File: config.mk
export PLATFORM = sky130hd
export DESIGN_NAME = osd_char_write_queue
export DESIGN_NICKNAME = d
export VERILOG_FILES = /design/src/rtl/osd_char_write_queue.sv
export SDC_FILE = /design/constraint.sdc
export NUM_CORES = 1
export LEC_CHECK = 0
export CELL_PAD_IN_SITES_DETAIL_PLACEMENT = 1
export CELL_PAD_IN_SITES_GLOBAL_PLACEMENT = 1
export CORE_MARGIN = 2
export CORE_UTILIZATION = 35
export CTS_BUF_LIST = sky130_fd_sc_hd__clkbuf_4 sky130_fd_sc_hd__clkbuf_8 sky130_fd_sc_hd__clkbuf_16
export DETAILED_ROUTE_END_ITERATION = 12
export PLACE_DENSITY = 0.6
export SETUP_SLACK_MARGIN = 0.2
export SYNTH_ARGS = -nofsm -noshare
export SYNTH_HDL_FRONTEND = slang
export SYNTH_SLANG_ARGS = --single-unit
File: constraint.sdc
create_clock -name clk -period 5.7 [get_ports clk]
set_input_delay 1.14 -clock clk [delete_from_list [all_inputs] [get_ports clk]]
set_output_delay 1.14 -clock clk [all_outputs]
set_load 0.02 [all_outputs]
File: src/rtl/osd_char_write_queue.sv
`default_nettype none
// ============================================================================
// Module      : osd_char_write_queue
// Description : Collects character writes from the OSD text writers, drops
//               writes that fall outside the text buffer or arrive while the
//               queue is full, and drains the rest into the character RAM at
//               one write per cycle. A fill engine can overwrite the whole
//               buffer with FILL_CHAR. Writes that arrive during a fill stay
//               queued and reach the RAM after the fill has finished.
// Revision    : 1.0 - initial release
// ============================================================================
module osd_char_write_queue #(
    parameter int         COLS       = 40,
    parameter int         ROWS       = 30,
    parameter int         FIFO_DEPTH = 8,
    parameter logic [7:0] FILL_CHAR  = 8'h20
) (
    input  logic        clk,
    input  logic        rst_n,
    input  logic        in_we,
    input  logic [15:0] in_addr,
    input  logic [7:0]  in_data,
    output logic        in_ready,
    input  logic        clear_req,
    output logic        clear_busy,
    output logic        clear_done,
    output logic        ram_we,
    output logic [15:0] ram_addr,
    output logic [7:0]  ram_data,
    output logic [7:0]  drop_count
);

    localparam int             c_AW    = $clog2(FIFO_DEPTH);
    localparam logic [16:0]    c_LIMIT = 17'(COLS * ROWS);
    localparam logic [16:0]    c_LAST  = c_LIMIT - 17'd1;
    localparam logic [c_AW:0]  c_DEPTH = (c_AW + 1)'(FIFO_DEPTH);

    typedef enum logic [0:0] {
        S_RUN   = 1'b0,
        S_CLEAR = 1'b1
    } state_t;

    state_t            r_state;
    state_t            w_state_next;

    // Queue storage and bookkeeping
    logic [15:0]       r_mem_addr [FIFO_DEPTH];
    logic [7:0]        r_mem_data [FIFO_DEPTH];
    logic [c_AW-1:0]   r_wr_ptr;
    logic [c_AW-1:0]   r_rd_ptr;
    logic [c_AW:0]     r_count;
    logic [c_AW:0]     w_count_next;

    logic [15:0]       r_fill_cnt;
    logic              r_clear_busy;
    logic              r_clear_done;
    logic              r_ram_we;
    logic [15:0]       r_ram_addr;
    logic [7:0]        r_ram_data;
    logic [7:0]        r_drop_count;

    logic              w_full;
    logic              w_empty;
    logic              w_in_range;
    logic              w_push;
    logic              w_reject;
    logic              w_pop;
    logic              w_start_clear;
    logic              w_fill_we;
    logic              w_fill_done;

    assign w_full     = (r_count == c_DEPTH);
    assign w_empty    = (r_count == '0);
    assign w_in_range = ({1'b0, in_addr} < c_LIMIT);
    // Fullness is judged before any same-cycle pop: there is no bypass path.
    assign w_push     = in_we && !w_full && w_in_range;
    assign w_reject   = in_we && (w_full || !w_in_range);

    // The fill has been fully presented to the RAM once the engine is back in
    // RUN while the busy flag is still set; that is the clear_done cycle.
    assign w_fill_done = (r_state == S_RUN) && r_clear_busy;

    // State register
    always_ff @(posedge clk or negedge rst_n) begin
        if (!rst_n) begin
            r_state <= S_RUN;
        end else begin
            r_state <= w_state_next;
        end
    end

    // Next-state logic and per-cycle control strobes
    always_comb begin
        w_state_next  = r_state;
        w_start_clear = 1'b0;
        w_pop         = 1'b0;
        w_fill_we     = 1'b0;
        case (r_state)
            S_RUN: begin
                if (clear_req) begin
                    // Flush takes the cycle; nothing is popped.
                    w_start_clear = 1'b1;
                    w_state_next  = S_CLEAR;
                end else if (!w_empty) begin
                    w_pop = 1'b1;
                end
            end
            S_CLEAR: begin
                // clear_req is ignored here; the sweep never restarts.
                w_fill_we = 1'b1;
                if ({1'b0, r_fill_cnt} == c_LAST) begin
                    w_state_next = S_RUN;
                end
            end
            default: begin
                w_state_next = S_RUN;
            end
        endcase
    end

    // Occupancy after this cycle's flush, push and pop
    always_comb begin
        w_count_next = r_count;
        if (w_start_clear) begin
            // Flush first, then keep a write accepted in the same cycle.
            w_count_next = (c_AW + 1)'(w_push);
        end else begin
            case ({w_push, w_pop})
                2'b10:   w_count_next = r_count + 1'b1;
                2'b01:   w_count_next = r_count - 1'b1;
                default: w_count_next = r_count;
            endcase
        end
    end

    // Queue pointers and occupancy; pointers wrap modulo FIFO_DEPTH
    always_ff @(posedge clk or negedge rst_n) begin
        if (!rst_n) begin
            r_wr_ptr <= '0;
            r_rd_ptr <= '0;
            r_count  <= '0;
        end else begin
            r_count <= w_count_next;
            if (w_start_clear) begin
                // Empty the queue by catching the read pointer up.
                r_rd_ptr <= r_wr_ptr;
            end else if (w_pop) begin
                r_rd_ptr <= r_rd_ptr + 1'b1;
            end
            if (w_push) begin
                r_wr_ptr <= r_wr_ptr + 1'b1;
            end
        end
    end

    // Queue storage; contents are only meaningful between the pointers
    always_ff @(posedge clk) begin
        if (w_push) begin
            r_mem_addr[r_wr_ptr] <= in_addr;
            r_mem_data[r_wr_ptr] <= in_data;
        end
    end

    // Fill address counter
    always_ff @(posedge clk or negedge rst_n) begin
        if (!rst_n) begin
            r_fill_cnt <= '0;
        end else if (w_start_clear) begin
            r_fill_cnt <= '0;
        end else if (w_fill_we) begin
            r_fill_cnt <= r_fill_cnt + 16'd1;
        end
    end

    // RAM write port: fill writes take priority, otherwise the popped entry
    always_ff @(posedge clk or negedge rst_n) begin
        if (!rst_n) begin
            r_ram_we   <= 1'b0;
            r_ram_addr <= '0;
            r_ram_data <= '0;
        end else if (w_fill_we) begin
            r_ram_we   <= 1'b1;
            r_ram_addr <= r_fill_cnt;
            r_ram_data <= FILL_CHAR;
        end else if (w_pop) begin
            r_ram_we   <= 1'b1;
            r_ram_addr <= r_mem_addr[r_rd_ptr];
            r_ram_data <= r_mem_data[r_rd_ptr];
        end else begin
            r_ram_we   <= 1'b0;
        end
    end

    // Busy stays up through the last visible fill write; done pulses after it
    always_ff @(posedge clk or negedge rst_n) begin
        if (!rst_n) begin
            r_clear_busy <= 1'b0;
            r_clear_done <= 1'b0;
        end else begin
            r_clear_done <= w_fill_done;
            if (w_start_clear) begin
                r_clear_busy <= 1'b1;
            end else if (w_fill_done) begin
                r_clear_busy <= 1'b0;
            end
        end
    end

    // Saturating count of rejected writes; flushed entries are not counted
    always_ff @(posedge clk or negedge rst_n) begin
        if (!rst_n) begin
            r_drop_count <= '0;
        end else if (w_reject && (r_drop_count != 8'hFF)) begin
            r_drop_count <= r_drop_count + 8'd1;
        end
    end

    assign in_ready   = !w_full;
    assign clear_busy = r_clear_busy;
    assign clear_done = r_clear_done;
    assign ram_we     = r_ram_we;
    assign ram_addr   = r_ram_addr;
    assign ram_data   = r_ram_data;
    assign drop_count = r_drop_count;

endmodule
`default_nettype wire

After elaboration in Yosys (flattened, before gate mapping):

Memory sizes are Yosys's and may differ from the RTL's.
Index checks and enable logic that the tools add are counted.

* mux-type cells: 24
* $add $sub $neg: 6
* magnitude comparators: 1
* equal/unequal tests: 5
* reductions and logical operators: 14
* bitwise gates (word level): 1

Operator list (number)
* $mux W16: 4
* $add A16 B1 Y16 const B: 1
* $eq A16 B11 Y1 const B: 1
* $lt A16 B11 Y1 const B: 1
* $mux W8: 2
* $mux W1: 13
* $add A8 B1 Y8 const B: 1
* $ne A8 B8 Y1 const B: 1
* $pmux W4 S2: 1
* $reduce_bool A2 Y1: 4
* $add A3 B1 Y3 const B: 2
* $mux W3: 2
* $logic_and A1 B1 Y1: 5
* $add A4 B1 Y4 const B: 1
* $eq A4 B4 Y1 const B: 1
* $logic_not A4 Y1: 1
* $mux W4: 1
* $sub A4 B1 Y4 const B: 1
* $reduce_bool A3 Y1: 1
* $eq A2 B1 Y1 const B: 1
* $eq A2 B2 Y1 const B: 1
* $logic_not A1 Y1: 2
* $pmux W1 S2: 1
* $logic_or A1 B1 Y1: 1
* $not A1 Y1: 1

* word-level logic and storage cells: 64
* bits in registers: 62
* RAM bits: 192
* memories kept: 2

Memories
* r_mem_addr: depth 8, width 16, rd ports 1, clocked after memory_dff 0, write ports 1, line 47 `logic [15:0] r_mem_addr [FIFO_DEPTH];`
* r_mem_data: depth 8, width 8, rd ports 1, clocked after memory_dff 0, write ports 1, line 48 `logic [7:0] r_mem_data [FIFO_DEPTH];`

Depth between registers and ports, before layout:

* depth in word-level cells: 7
* mapped depth: 11

Least setup slack after synthesis:

OpenSTA, ideal clock, no wires.

* path kind: input to register
* start point: in in_addr[7]
* end point: mem r_mem_addr[4][0], enable pin
* buffers on the path: 0
* stages on the path: 4
* data required time: 5.225 ns
* arrival: 4.751 ns
* slack: 0.475 ns
* cell sequence: a211o_1 > o21ai_1 > nand2_1 > nor4b_1

* word-level cells in the longest chain between the ends: 4

RTL lines
* from (decl): line 21 `input logic [15:0] in_addr,`
* $lt A16 B11 Y1: line 74 `assign w_in_range = ({1'b0, in_addr} < c_LIMIT);`
* $logic_and A1 B1 Y1: line 76 `assign w_push = in_we && !w_full && w_in_range;`
* $mux W1: line 158 `if (w_push) begin`
* $mux W1 (not written as such): line 159 `r_mem_addr[r_wr_ptr] <= in_addr;`
* to (decl): line 47

No other way between the ends.

Worst setup path after layout:

* start point: in clear_req
* end point: reg r_count[2]

* word-level cells in the longest chain between the ends: 5
* elaborated cells on any way between the ends: 9
* those cells by class: eq/ne (2); mux (6); reduce/logical (1)

RTL lines
* from (decl): line 24 `input logic clear_req,`
* $mux W1: line 100 `if (clear_req) begin`
* $mux W1: line 98 `case (r_state)`
* $eq A2 B1 Y1 or $eq A2 B2 Y1 (tied branches): line 128 `case ({w_push, w_pop})`
* $pmux W4 S2: line 128
* $mux W4: line 124 `if (w_start_clear) begin`
* to (signal assigned): line 143 `r_count <= w_count_next;`
* to (decl): line 51 `logic [c_AW:0] r_count;`

Parallel ways exist; a longest one is shown, timed or not.
A chain may end at the register's enable or synchronous reset.

==> metrics.txt <==
status complete, no violations; Layout Skew 10.9 ps; DRC errors left 0; number of warning messages in the yosys log 0; number of cell rows 62; count of hold-fix buffers inserted at cts 0; routability cong. 0.756; Crit Path Max Fanout 12; Slew @ Worst Pin 855 ps; unrepaired setup endpoints after global routing no; leakage power figure 4.14 nW; number of buffers inserted to repair setup after CTS 0; Inserted Clock Buffers 27; worst min-delay path category flop to flop; final-stage net count 705; R2R cell count 10; detailed-route via count 5,474; overall track demand over capacity in global routing 0.153; HPWL Detailed 14,100 um; die outline width 175 um; Resize count post-CTS 0; Worst EP arrival 4220 ps; Routed Wire Length 22,800 um; worst reg2reg path startpoint r_count[1]; Setup Total Neg Slack 0 ps; CTS HTree Levels 1; Clock Latency Late Sink 530 ps; part of the Yosys area used for sequential elements 0.716; register-to-register path setup slack 2610 ps; final number of setup-violating endpoints 0; power consumption 4.54 mW; final number of max-transition violations 0; number of fillers in the final layout 2,828; Port Buffer Count 63; Crit Reg-Reg Endpoint r_count[2]; cell type with the largest total area after synthesis sky130_fd_sc_hd__edfxtp_1; share of layout cells above drive strength 1 0.179; final critical path time including I/O delays and setup 3830 ps; Clock Root Buffer sky130_fd_sc_hd__clkbuf_16; Net Count, Synth 629; number of buffers on the longest clock path 3; Req. time, crit path 6090 ps; post-synth design cell area 10,200 um^2; Slew Limit Headroom 0.425; total congestion overflow 0; total core area 28,700 um^2; boundary pin count 64; count of flip-flops with a built-in enable after synthesis 192; number of antenna violations at the first check in global routing 1; effective utilization at floorplan 0.356; Post-DP Area 11,400 um^2; maximum clock frequency 261 MHz; Post-Synthesis Cells 595; number of hold-slack violations in the final timing report 0; clock tree sinks 254; maxcap violations 0; count of state elements after synthesis 254; area fraction of the dominant cell type after synthesis 0.564; antenna diode instance count 0; layout-stage area growth over the synthesis result 19.4%; crit path launch type input pin; most frequent cell after synthesis sky130_fd_sc_hd__edfxtp_1; startpoint of the tightest hold check path drop_count[5]; Hold EP drop_count[5]; final std cell area, no fill 12,200 um^2; largest net degree at the start of global routing 63; clock-pin slew on the worst setup and hold paths 60 ps; Setup CP Type input pin to flop; per-cell via count in the routed design 5.09; height of the die 175 um; ys flop type sky130_fd_sc_hd__edfxtp_1; share of the clock period used by the worst path after layout 0.672; top cells by count, synth sky130_fd_sc_hd__edfxtp_1, sky130_fd_sc_hd__nand2_1, sky130_fd_sc_hd__dfrtp_1, sky130_fd_sc_hd__mux4_2; Detailed Routing Iterations Pass 1 4; Avg Synthesized Cell Area 17.2 um^2; global-route wire length before repair 35,900 um; share of flip-flops with an asynchronous set or reset after synthesis 0.244; vias in the first global route 6,015; Routed wire per std cell 21.2 um; initial DRC count 400; Max VDD drop 0.172 mV; Pwr per Cell Area 372 nW/um^2; ranking of synthesized cells by area sky130_fd_sc_hd__edfxtp_1, sky130_fd_sc_hd__dfrtp_1, sky130_fd_sc_hd__mux4_2; ANT nets after route 0; Hold Path Stages 1; number of distinct library cell variants in the gate-level netlist after synthesis 48; TritonCTS clock tree done; Die Footprint 30,600 um^2; Critical Path Sink Type flop
==> layer usage <==
metal,part of all wire,wire length (um),vias up,global-route usage
met3,0.039,886,38,0.0242
met4,0.021,476,0,0.0413
met5,0,0,-,0
met1,0.45,10200,2868,0.209
met2,0.49,11200,100,0.255
li1,-,-,2468,-
==> area by class of cell <==
type	instances	area (um^2)	area share
inverters	5	18.8	0.00154
clock inverters	17	128	0.0105
well taps	384	480	0.0394
multi-input cells	304	2790	0.229
repair buffers	79	746	0.0611
clock buffers	33	721	0.0591
flip-flops and latches	254	7320	0.600
==> kinds of logic after synthesis <==
family	Yosys count	share of synthesized area
adder cells (fa/ha/maj)	6	0.00735
buffers and inverters	37	0.0152
AND/OR/NAND/NOR	131	0.0636
XOR/XNOR	19	0.0163
multiplexers	84	0.141
AO/OA/AOI/OAI	64	0.0402
flip-flops	254	0.716
==> cells in the final DEF, fill, tap and decap left out, types with 2 or more instances in the layout <==
cell type                         netlist  routed
sky130_fd_sc_hd__nor4b_2                0       2
sky130_fd_sc_hd__a22o_1                 5       5
sky130_fd_sc_hd__clkbuf_4               0       6
sky130_fd_sc_hd__dfrtp_2                0       2
sky130_fd_sc_hd__o21ai_0               34      34
sky130_fd_sc_hd__inv_1                  5       5
sky130_fd_sc_hd__mux2i_1               34      34
sky130_fd_sc_hd__nor2_1                 9       7
sky130_fd_sc_hd__nand2_1               69      69
sky130_fd_sc_hd__dfrtp_1               62      60
sky130_fd_sc_hd__and3_1                 9       9
sky130_fd_sc_hd__nor4_2                 1       2
sky130_fd_sc_hd__xnor2_1               15      15
sky130_fd_sc_hd__nor4b_1                4       2
sky130_fd_sc_hd__clkinv_2               0       5
sky130_fd_sc_hd__nand2b_1               4       4
sky130_fd_sc_hd__nor4_1                 3       2
sky130_fd_sc_hd__xor2_1                 4       4
sky130_fd_sc_hd__clkdlybuf4s50_1        0      62
sky130_fd_sc_hd__nor3_2                 0       2
sky130_fd_sc_hd__nand4_1                5       5
sky130_fd_sc_hd__mux4_2                48      48
sky130_fd_sc_hd__edfxtp_1             192     192
sky130_fd_sc_hd__nand3_1               14      14
sky130_fd_sc_hd__clkinv_1               0       9
sky130_fd_sc_hd__buf_4                  0      16
sky130_fd_sc_hd__ha_1                   6       6
sky130_fd_sc_hd__o21ai_1               11      11
sky130_fd_sc_hd__bufinv_16              0       2
sky130_fd_sc_hd__nor2b_1                3       3
sky130_fd_sc_hd__nor2_2                 0       2
sky130_fd_sc_hd__clkbuf_16              0      27
sky130_fd_sc_hd__nor3b_2                0       2
==> worst max-delay path: stages <==
cell and delay, ps:
sky130_fd_sc_hd__clkdlybuf4s50_1 560, sky130_fd_sc_hd__nor2_1 520, sky130_fd_sc_hd__nand2b_1 560, sky130_fd_sc_hd__a21oi_4 350, sky130_fd_sc_hd__xor2_1 100, sky130_fd_sc_hd__ha_1 190
sky130_fd_sc_hd__inv_1 140, sky130_fd_sc_hd__nor2_1 60, sky130_fd_sc_hd__and4_1 200, sky130_fd_sc_hd__a311oi_1 250, sky130_fd_sc_hd__o221ai_1 140
==> stage by stage <==
step	util	setup slack [ps]	cells	hold slack (ps)
floorplan	-	475	595	469
global placement	0.396	1480	1026	480
detailed placement	0.396	1340	1026	491
CTS	0.425	1900	1076	505
global route	0.425	1650	1076	515
finish	0.425	1870	1076	502
==> state kept, by name (all words and copies together), names as in the netlist, 3 cells and up <==
| register | flops |
|---|---|
| r_mem_addr | 128 |
| r_mem_data | 64 |
| r_fill_cnt | 16 |
| ram_addr | 16 |
| drop_count | 8 |
| ram_data | 8 |
| r_count | 4 |
| r_rd_ptr | 3 |
| r_wr_ptr | 3 |
==> worst max path at each step <==
stage	startpoint	end	slack, ps	depth (start not counted)
2_1_floorplan	in_addr[7]	r_mem_addr[4][0]	470	4
3_3_place_gp	in_addr[15]	r_count[2]	1480	11
3_5_place_dp	clear_req	r_count[2]	1340	11
4_1_cts	clear_req	r_count[2]	1900	11
5_1_grt	clear_req	r_count[2]	1650	11
6_report	clear_req	r_count[2]	1870	11
==> report_power, final <==
part / total (mW) / switching [mW] / internal, mW
sequential: 2.22 / 0.131 / 2.09
combinational: 0.641 / 0.322 / 0.319
clock: 1.68 / 0.692 / 0.984
total: 4.54 / 1.15 / 3.39
Note: power is estimated with default switching activity, not from simulation.
